<file path="src/rtl/vec_cache_dirty_flush.sv">
`default_nettype none
// ============================================================================
// vec_cache_dirty_flush : walks the dirty array, writes back and cleans lines
// Revision: 1.0
// ============================================================================
module vec_cache_dirty_flush #(
   parameter int INDEX_WIDTH = 6,
   parameter int WAY_NUM     = 8
) (
   input  logic                        clk,
   input  logic                        rst_n,
   input  logic                        flush_req,
   output logic                        flush_busy,
   output logic                        flush_done,
   input  logic [WAY_NUM-1:0]          tag_dirty [2**INDEX_WIDTH],
   output logic                        wb_req_vld,
   input  logic                        wb_req_rdy,
   output logic [INDEX_WIDTH-1:0]      wb_req_idx,
   output logic [WAY_NUM-1:0]          wb_req_way_oh,
   input  logic                        wb_ack_vld,
   output logic                        dirty_clean,
   output logic [2**INDEX_WIDTH-1:0]   clean_idx_oh,
   output logic [WAY_NUM-1:0]          clean_way_oh
);

   localparam int                        c_set_num  = 2**INDEX_WIDTH;
   localparam logic [INDEX_WIDTH-1:0]    c_last_idx = '1;
   localparam logic [INDEX_WIDTH-1:0]    c_idx_one  = {{(INDEX_WIDTH-1){1'b0}}, 1'b1};
   localparam logic [WAY_NUM-1:0]        c_way_one  = {{(WAY_NUM-1){1'b0}}, 1'b1};
   localparam logic [c_set_num-1:0]      c_set_one  = {{(c_set_num-1){1'b0}}, 1'b1};

   typedef enum logic [2:0] {
      ST_IDLE     = 3'd0,
      ST_SCAN     = 3'd1,
      ST_REQ      = 3'd2,
      ST_WAIT_ACK = 3'd3,
      ST_CLEAN    = 3'd4,
      ST_DONE     = 3'd5
   } state_t;

   state_t                    r_state;
   logic [INDEX_WIDTH-1:0]    r_idx;
   logic [WAY_NUM-1:0]        r_way_oh;
   logic [WAY_NUM-1:0]        w_set_dirty;
   logic [WAY_NUM-1:0]        w_lowest_oh;

   // Two's-complement trick isolates the lowest dirty way of the current set.
   assign w_set_dirty = tag_dirty[r_idx];
   assign w_lowest_oh = w_set_dirty & (~w_set_dirty + c_way_one);

   always_ff @(posedge clk or negedge rst_n) begin
      if (!rst_n) begin
         r_state       <= ST_IDLE;
         r_idx         <= '0;
         r_way_oh      <= '0;
         flush_busy    <= 1'b0;
         flush_done    <= 1'b0;
         wb_req_vld    <= 1'b0;
         wb_req_idx    <= '0;
         wb_req_way_oh <= '0;
         dirty_clean   <= 1'b0;
         clean_idx_oh  <= '0;
         clean_way_oh  <= '0;
      end else begin
         flush_done   <= 1'b0;
         dirty_clean  <= 1'b0;
         clean_idx_oh <= '0;
         clean_way_oh <= '0;
         case (r_state)
            ST_IDLE: begin
               if (flush_req) begin
                  r_state    <= ST_SCAN;
                  r_idx      <= '0;
                  flush_busy <= 1'b1;
               end
            end
            ST_SCAN: begin
               if (|w_set_dirty) begin
                  r_state       <= ST_REQ;
                  r_way_oh      <= w_lowest_oh;
                  wb_req_vld    <= 1'b1;
                  wb_req_idx    <= r_idx;
                  wb_req_way_oh <= w_lowest_oh;
               end else if (r_idx == c_last_idx) begin
                  r_state    <= ST_DONE;
                  flush_done <= 1'b1;
               end else begin
                  r_idx <= r_idx + c_idx_one;
               end
            end
            ST_REQ: begin
               if (wb_req_rdy) begin
                  r_state       <= ST_WAIT_ACK;
                  wb_req_vld    <= 1'b0;
                  wb_req_idx    <= '0;
                  wb_req_way_oh <= '0;
               end
            end
            ST_WAIT_ACK: begin
               if (wb_ack_vld) begin
                  r_state      <= ST_CLEAN;
                  dirty_clean  <= 1'b1;
                  clean_idx_oh <= c_set_one << r_idx;
                  clean_way_oh <= r_way_oh;
               end
            end
            // Rescan the same set: the clean lands in the array at this edge.
            ST_CLEAN: begin
               r_state <= ST_SCAN;
            end
            ST_DONE: begin
               r_state    <= ST_IDLE;
               flush_busy <= 1'b0;
            end
            default: begin
               r_state    <= ST_IDLE;
               flush_busy <= 1'b0;
            end
         endcase
      end
   end

endmodule
`default_nettype wire
</file>
<file path="config.mk">
export PLATFORM = sky130hd
export DESIGN_NAME = vec_cache_dirty_flush
export DESIGN_NICKNAME = d
export VERILOG_FILES = /design/src/rtl/vec_cache_dirty_flush.sv
export SDC_FILE = /design/constraint.sdc
export NUM_CORES = 1
export LEC_CHECK = 0
export BUFFER_PORTS_ARGS = -buffer_cell sky130_fd_sc_hd__buf_4
export CAP_MARGIN = 25
export CORE_AREA = 2 2 239 241
export CTS_CLUSTER_SIZE = 8
export DETAILED_ROUTE_END_ITERATION = 10
export DIE_AREA = 0 0 241 243
export GPL_TIMING_DRIVEN = 0
export PLACE_DENSITY = 0.36
export RECOVER_POWER = 50
export SLEW_MARGIN = 30
export SYNTH_ARGS = -nofsm -noshare
export SYNTH_HDL_FRONTEND = slang
export SYNTH_SLANG_ARGS = --single-unit
</file>
<file path="constraint.sdc">
create_clock -name clk -period 5.55 [get_ports clk]
set_clock_uncertainty 0.1 [all_clocks]
set_input_delay 0 -clock clk [delete_from_list [all_inputs] [get_ports clk]]
set_output_delay 0 -clock clk [all_outputs]
set_load 0.01 [all_outputs]
</file>
==> summary.md, run 1 <==
| Metric | Value |
|---|---|
| Yosys reg bits | 107 |
| Area growth from synthesis to layout | 69.05% |
| Die area | approximately 59,000 um2 |
| Most frequent cells in the layout | buf_4, dfrtp_1, mux4_2 |
| CTS Root Cell | clkbuf_16 |
| Max Buffers Root-to-Sink | 2 |
| Vias in the first global route | 10,120 |
| Clock sink total | about 110 |
| Ports | between 600 and 700 |
| Hpwl dp | ~53 mm |
| Final WL | 61.53 mm |
| Synthesized area | 8212 um2 |
| Worst-Skew Late Latency | between 300 and 400 ps |
| Post-CTS Resized | 0 |
| Die H | about 240 um |
| CTS tree | yes |
| Leak | 6.045 nW |
| Tot GR Track Use | between 20% and 30% |
| Htree depth | 3 |
| Worst EP required | 5750 ps |
| Largest net degree at the start of global routing | 57 |
| RSZ-0062 raised after global routing | false |
| Area contributors post-synth | dfrtp_1, mux4_2, mux2i_1, nor2_1, nand2_1 |
| Commonest non-fill, non-tap cell in the layout | buf_4 |
| Worst-Margin Slew | just under 3000 ps |
| CP startpoint kind | flop |
| Post-route minimum period | between 4000 and 5000 ps |
| Setup TNS | 0 ps |
| Synth Net Count | roughly 1,200 |
| Worst Hold Class | in2reg |
| Post-synth EDFFs | 0 |
| Area leader, netlist | dfrtp_1 |
| Max-Cap Viols | 1 |
| Syn Area/Cell | approximately 12 um2 |
| Mapped Cells | between 700 and 800 |
| Max Slew Vio Count | 53 |
| Drt pass-1 iters | 5 |
| Routed vias | around 9,000 |
| Antenna Nets Post-Route | 0 |
| Post-CTS Hold Fix Bufs | 4 |
| Syn. warnings | 0 |
| PwrDens | roughly 250 nW/um2 |
| Post-DR vias/cell | about 4.4 |
| Hold slack | approximately 220 ps |
| Clock transition at path regs | 80 ps |
| Routed WL per cell | about 29 um |
| Failing checks | capacitance limit, slew limit |
| Iter 0 DRT Violations | slightly below 500 |
| Worst IR drop on VDD | roughly 150 uV |
| Status | finished with violations |
| Max Clk Rate | about 200 MHz |
| Crit-path max FO | 10 |
| Dpl cell area | about 14,000 um2 |
| Core Box Area | 55,950 um2 |
| Crit path DAT | 5150 ps |
| Die width | 241 um |
| Hold Vio Cnt, Final | 0 |
| Endpoints failing setup | 0 |
| Layout cell share with drive strength beyond 1 | 54.93% |
| Initial Util | between 10% and 20% |
| Tot Pwr | between 3 and 4 mW |
| CP Class | reg2reg |
| Final net count | 1,857 |
| IO buf count | ~600 |
| Synth Flop Type | dfrtp_1 |
| Design area | about 14,000 um2 |
| Synth top area share | about a third |
| Global placer's final weighted congestion | slightly above 0.9 |
| CTS buffer count | 9 |
| Drt drc | 0 |
| Setup Fix Bufs, Post-CTS | 0 |
| Overflow after GRT | 0 |
| Register area share after synthesis | ~33% |
| R2R setup slack | ~600 ps |
| Period utilization | between 80% and 90% |
| Initial antenna violation count | 17 |
| Crit. End Element | flop |
| Max-slew headroom | -97.10% |
| Global-route wire length before repair | 81.76 mm |
| Cell Rows | 87 |
| Post-synth ARST share | 100.0% |
| Synth cell types | 66 |
-- where the power goes --
part           internal (mW)  switching (mW)
clock                  0.309           0.330
sequential             0.836          0.0406
combinational          0.945           0.947
-- routing by layer --
layer / global-route usage, % / share of wire, % / vias to the layer above
met5: 0 / 0.044 / -
met4: 3.740 / 1.2 / 4
met3: 5.959 / 8.2 / 36
met2: 36.49 / 51 / 429
met1: 24.40 / 40 / 4642
li1: - / - / 4053
-- critical path, stage by stage, from the launching register on --
cell           delay, ps
dfrtp_1              450
buf_2                270
buf_4                250
nand3b_1             390
clkbuf_1             740
o221ai_1             220
a211oi_1             560
o221ai_1             260
o41a_1               240
nor4_2               340
buf_4                230
nand2_1              100
o311ai_0             120
dlygate4sd3_1        590
-- cell usage after synthesis, types with 9 or more instances --
cell / number
dfrtp_1: 107
mux4_2: 93
nor2_1: 85
mux2i_1: 72
nand2_1: 58
clkbuf_1: 25
o221ai_1: 23
a22o_1: 18
nand3_1: 18
buf_6: 15
buf_2: 14
inv_1: 14
a211o_1: 12
a22oi_1: 12
o21ai_2: 10
a211oi_1: 9
-- cell families after synthesis --
kind of cell             share of synthesized area (%)
AO/OA/AOI/OAI                                    15.04
adder cells (fa/ha/maj)                         0.9142
buffers and inverters                            5.942
flip-flops                                       32.61
multiplexers                                     35.01
AND/OR/NAND/NOR                                  10.48
-- state kept, by name, indices dropped and copies added, names as in the netlist --
register	flops
flush_done	1
dirty_clean	1
wb_req_vld	1
r_state	3
r_way_oh	8
clean_idx_oh	64
wb_req_way_oh	8
wb_req_idx	6
r_idx	6
flush_busy	1
clean_way_oh	8
-- worst paths after layout --
| kind | depth (start not counted) | endpoint | start |
|---|---|---|---|
| hold / removal | 5 | wb_req_way_oh[5] | wb_req_rdy |
| min in group asynchronous | 2 | clean_idx_oh[14] | rst_n |
| setup reg to reg | 13 | r_state[0] | r_idx[1] |
| setup / recovery | 13 | r_state[0] | r_idx[1] |
| max in group asynchronous | 3 | clean_idx_oh[60] | rst_n |
| hold reg to reg | 2 | clean_way_oh[7] | r_way_oh[7] |
-- stage by stage --
stage                     util (%)  cells  setup WS (ps)
after floorplan                  -    712           2444
after global placement       24.50   2074          783.5
after detailed placement     24.57   2075          705.4
after CTS                    25.13   2094          470.2
after global routing         24.79   2099          321.2
final                        24.81   2103          599.7
-- cell type report --
class	count	area [um2]
antenna	9	22.52
buffer	66	431.7
clock buffer	9	225.2
clock inverter	6	51.30
fill	6203	42070
inverter	16	60.06
multi-input combinational	523	5046
sequential	107	2678
tap	756	945.9
timing repair buffer	611	4422
(Power assumes the default switching activity.)
==> run 2: changes to the inputs <==
--- a/config.mk
+++ b/config.mk
@@ -5,16 +5,17 @@
 export SDC_FILE = /design/constraint.sdc
 export NUM_CORES = 1
 export LEC_CHECK = 0
-export BUFFER_PORTS_ARGS = -buffer_cell sky130_fd_sc_hd__buf_4
 export CAP_MARGIN = 25
 export CORE_AREA = 2 2 239 241
 export CTS_CLUSTER_SIZE = 8
 export DETAILED_ROUTE_END_ITERATION = 10
 export DIE_AREA = 0 0 241 243
+export DONT_BUFFER_PORTS = 1
 export GPL_TIMING_DRIVEN = 0
-export PLACE_DENSITY = 0.36
+export PLACE_DENSITY = 0.3
 export RECOVER_POWER = 50
 export SLEW_MARGIN = 30
 export SYNTH_ARGS = -nofsm -noshare
 export SYNTH_HDL_FRONTEND = slang
 export SYNTH_SLANG_ARGS = --single-unit
+export TNS_END_PERCENT = 100
==> run 2 against run 1 <==
Critical path type unchanged. The run ends with hold timing, capacitance limit, slew limit left. Non-clock buffer count down 606. Critical endpoint unchanged. Worst hold slack got worse by 240 ps. Clock-buffer cell count unchanged. Critical path depth is the same. Final cell count down 28%. Clock power increased by 3.8%. Combinational power fell by 17%. Design area decreased by 31%. Setup slack worse by 330 ps.
==> summary.md, run 2 (same netlist as run 1, synthesis figures left out) <==
| Metric | Value |
|---|---|
| Vias in the first global route | 7,792 |
| CP Class | reg2reg |
| Post-route minimum period | 5280 ps |
| Post-DR vias/cell | roughly 4.7 |
| Status | finished with violations |
| Hold Vio Cnt, Final | 5 |
| Crit path DAT | approximately 5500 ps |
| Largest Register | clean_idx_oh |
| Initial Util | roughly 15% |
| Tot GR Track Use | between 10% and 20% |
| Largest net degree at the start of global routing | approximately 110 |
| PwrDens | 327.0 nW/um2 |
| CP startpoint kind | flop |
| Reg2reg start | r_idx[1] |
| Most frequent cells in the layout | dfrtp_1, mux4_2, nor2_1 |
| Clock sink total | between 100 and 150 |
| Hold path endpoint | clean_way_oh[5] |
| Footprint of the multi-input gates | between 5000 and 6000 um2 |
| Layout cell share with drive strength beyond 1 | about a quarter |
| Leak | roughly 3.3 nW |
| FILL cells | roughly 6,300 |
| Failing checks | hold timing, capacitance limit, slew limit |
| Worst Hold Class | in2reg |
| Crit. End Element | flop |
| Final net count | about 1,300 |
| Hold slack | -14.60 ps |
| Hpwl dp | between 40 and 50 mm |
| Iter 0 DRT Violations | around 500 |
| Max-Cap Viols | 1 |
| Max Clk Rate | roughly 190 MHz |
| Overflow after GRT | 0 |
| Htree depth | 3 |
| Worst EP required | between 5000 and 6000 ps |
| Max-slew headroom | -82.62% |
| Post-CTS Resized | 0 |
| Dpl cell area | just over 9000 um2 |
| Post-CTS Hold Fix Bufs | 5 |
| Die width | ~240 um |
| Worst IR drop on VDD | between 150 and 200 uV |
| CTS tree | yes |
| Drt pass-1 iters | 5 |
| R2r endpoint | r_state[0] |
| Crit-path max FO | 10 |
| IO buf count | 0 |
| CP cell instances | buf_2, buf_4, nand3b_1, clkbuf_1, o221ai_1, a211oi_1, o221ai_1, o41a_1, nor4_2, buf_4, nand2_1, o311ai_0, dlygate4sd3_1 |
| R2R setup slack | about 270 ps |
| CTS Root Cell | clkbuf_16 |
| Antenna Nets Post-Route | 0 |
| CTS buffer count | 9 |
| Endpoints failing setup | 0 |
| Drt drc | 0 |
| Routed vias | 7,043 |
| Worst-Skew Late Latency | approximately 380 ps |
| Die area | 58,560 um2 |
| Cells on worst reg2reg path | 13 |
| RSZ-0062 raised after global routing | false |
| Tot Pwr | about 3.1 mW |
| Max reg flops | 64 |
| Hold Path Origin | wb_ack_vld |
| Period utilization | 95.14% |
| Setup Fix Bufs, Post-CTS | 0 |
| Sequential Area | 2678 um2 |
| Delay-heaviest family, CP | buffers and inverters |
| Design area | between 9000 and 10,000 um2 |
| CP Buf/Inv Count | 5 |
| Ports | approximately 610 |
| Slowest CP cell | clkbuf_1 |
| Commonest non-fill, non-tap cell in the layout | dfrtp_1 |
| Global placer's final weighted congestion | 1.032 |
| Die H | 243 um |
| Area growth from synthesis to layout | 16.38% |
| Final WL | 56.94 mm |
| Hold path depth | 2 |
| Max Buffers Root-to-Sink | 2 |
| Cell Rows | a little under 90 |
| Setup TNS | 0 ps |
| CP peak stage delay | approximately 780 ps |
| Max Slew Vio Count | between 100 and 150 |
| Initial antenna violation count | 34 |
| Routed WL per cell | ~38 um |
| Worst-Margin Slew | 2739 ps |
| Clock transition at path regs | around 90 ps |
| Core Box Area | 55,950 um2 |
| Global-route wire length before repair | 73.81 mm |
==> run 2: cell types whose count changed in the layout (fill, tap and decap cells not counted), moves of 2 or more <==
| cell | before | now |
|---|---|---|
| inv_6 | 0 | 3 |
| clkinvlp_4 | 2 | 0 |
| clkbuf_1 | 69 | 22 |
| buf_4 | 567 | 7 |
| clkinv_8 | 0 | 2 |
| diode_2 | 9 | 17 |
==> run 2: layer usage <==
metal	GRT usage [%]	vias up	wire length, um
li1	-	2851	-
met1	24.34	3627	23810
met2	32.10	479	27830
met3	4.071	74	3859
met4	4.993	12	1358
met5	0	-	86
==> run 2: how the worst max path moves through the flow <==
stage / start / cells past startpoint / end / slack [ps]
finish: r_idx[1] / 13 / r_state[0] / 270
global route: r_idx[1] / 13 / r_state[0] / 40
CTS: r_idx[3] / 12 / r_state[0] / 250
detailed placement: r_idx[1] / 11 / r_way_oh[3] / 660
global placement: r_idx[3] / 10 / wb_req_way_oh[2] / 580
floorplan: r_idx[0] / 10 / wb_req_vld / 2440
==> run 2: worst reg2reg max path, cell delays in order, from the launching register on <==
cell           delay [ps]
dfrtp_1               480
buf_2                 290
buf_4                 270
nand3b_1              430
clkbuf_1              780
o221ai_1              230
a211oi_1              660
o221ai_1              290
o41a_1                230
nor4_2                340
buf_4                 230
nand2_1               120
o311ai_0              150
dlygate4sd3_1         600
==> run 2: stage by stage <==
stage / hold slack [ps] / util [%] / setup WS (ps) / std cells
after floorplan: -395.6 / - / 2444 / 712
after global placement: -393.1 / 16.37 / 578.8 / 1468
after detailed placement: -392.8 / 16.38 / 656.7 / 1468
after CTS: 16.27 / 17.04 / 252.2 / 1489
after global routing: 33.32 / 17.06 / 35.27 / 1501
final: -14.60 / 17.08 / 269.6 / 1506
==> run 2: layout make-up <==
class	instances	share of cell area [%]
well taps	756	9.898
plain buffers	66	4.530
inverters	16	0.6284
repair buffers	5	0.4713
clock buffers	9	2.357
clock inverters	7	0.8248
multi-input cells	523	52.83
flip-flops and latches	107	28.02
diodes	17	0.4451
==> run 2: power by group <==
group | total [mW] | switching (mW) | internal, mW | leakage, nW
combinational | 1.56 | 0.874 | 0.687 | 1.67
clock | 0.663 | 0.341 | 0.322 | 0.149
sequential | 0.901 | 0.0646 | 0.836 | 1.48
total | 3.12 | 1.28 | 1.85 | 3.29
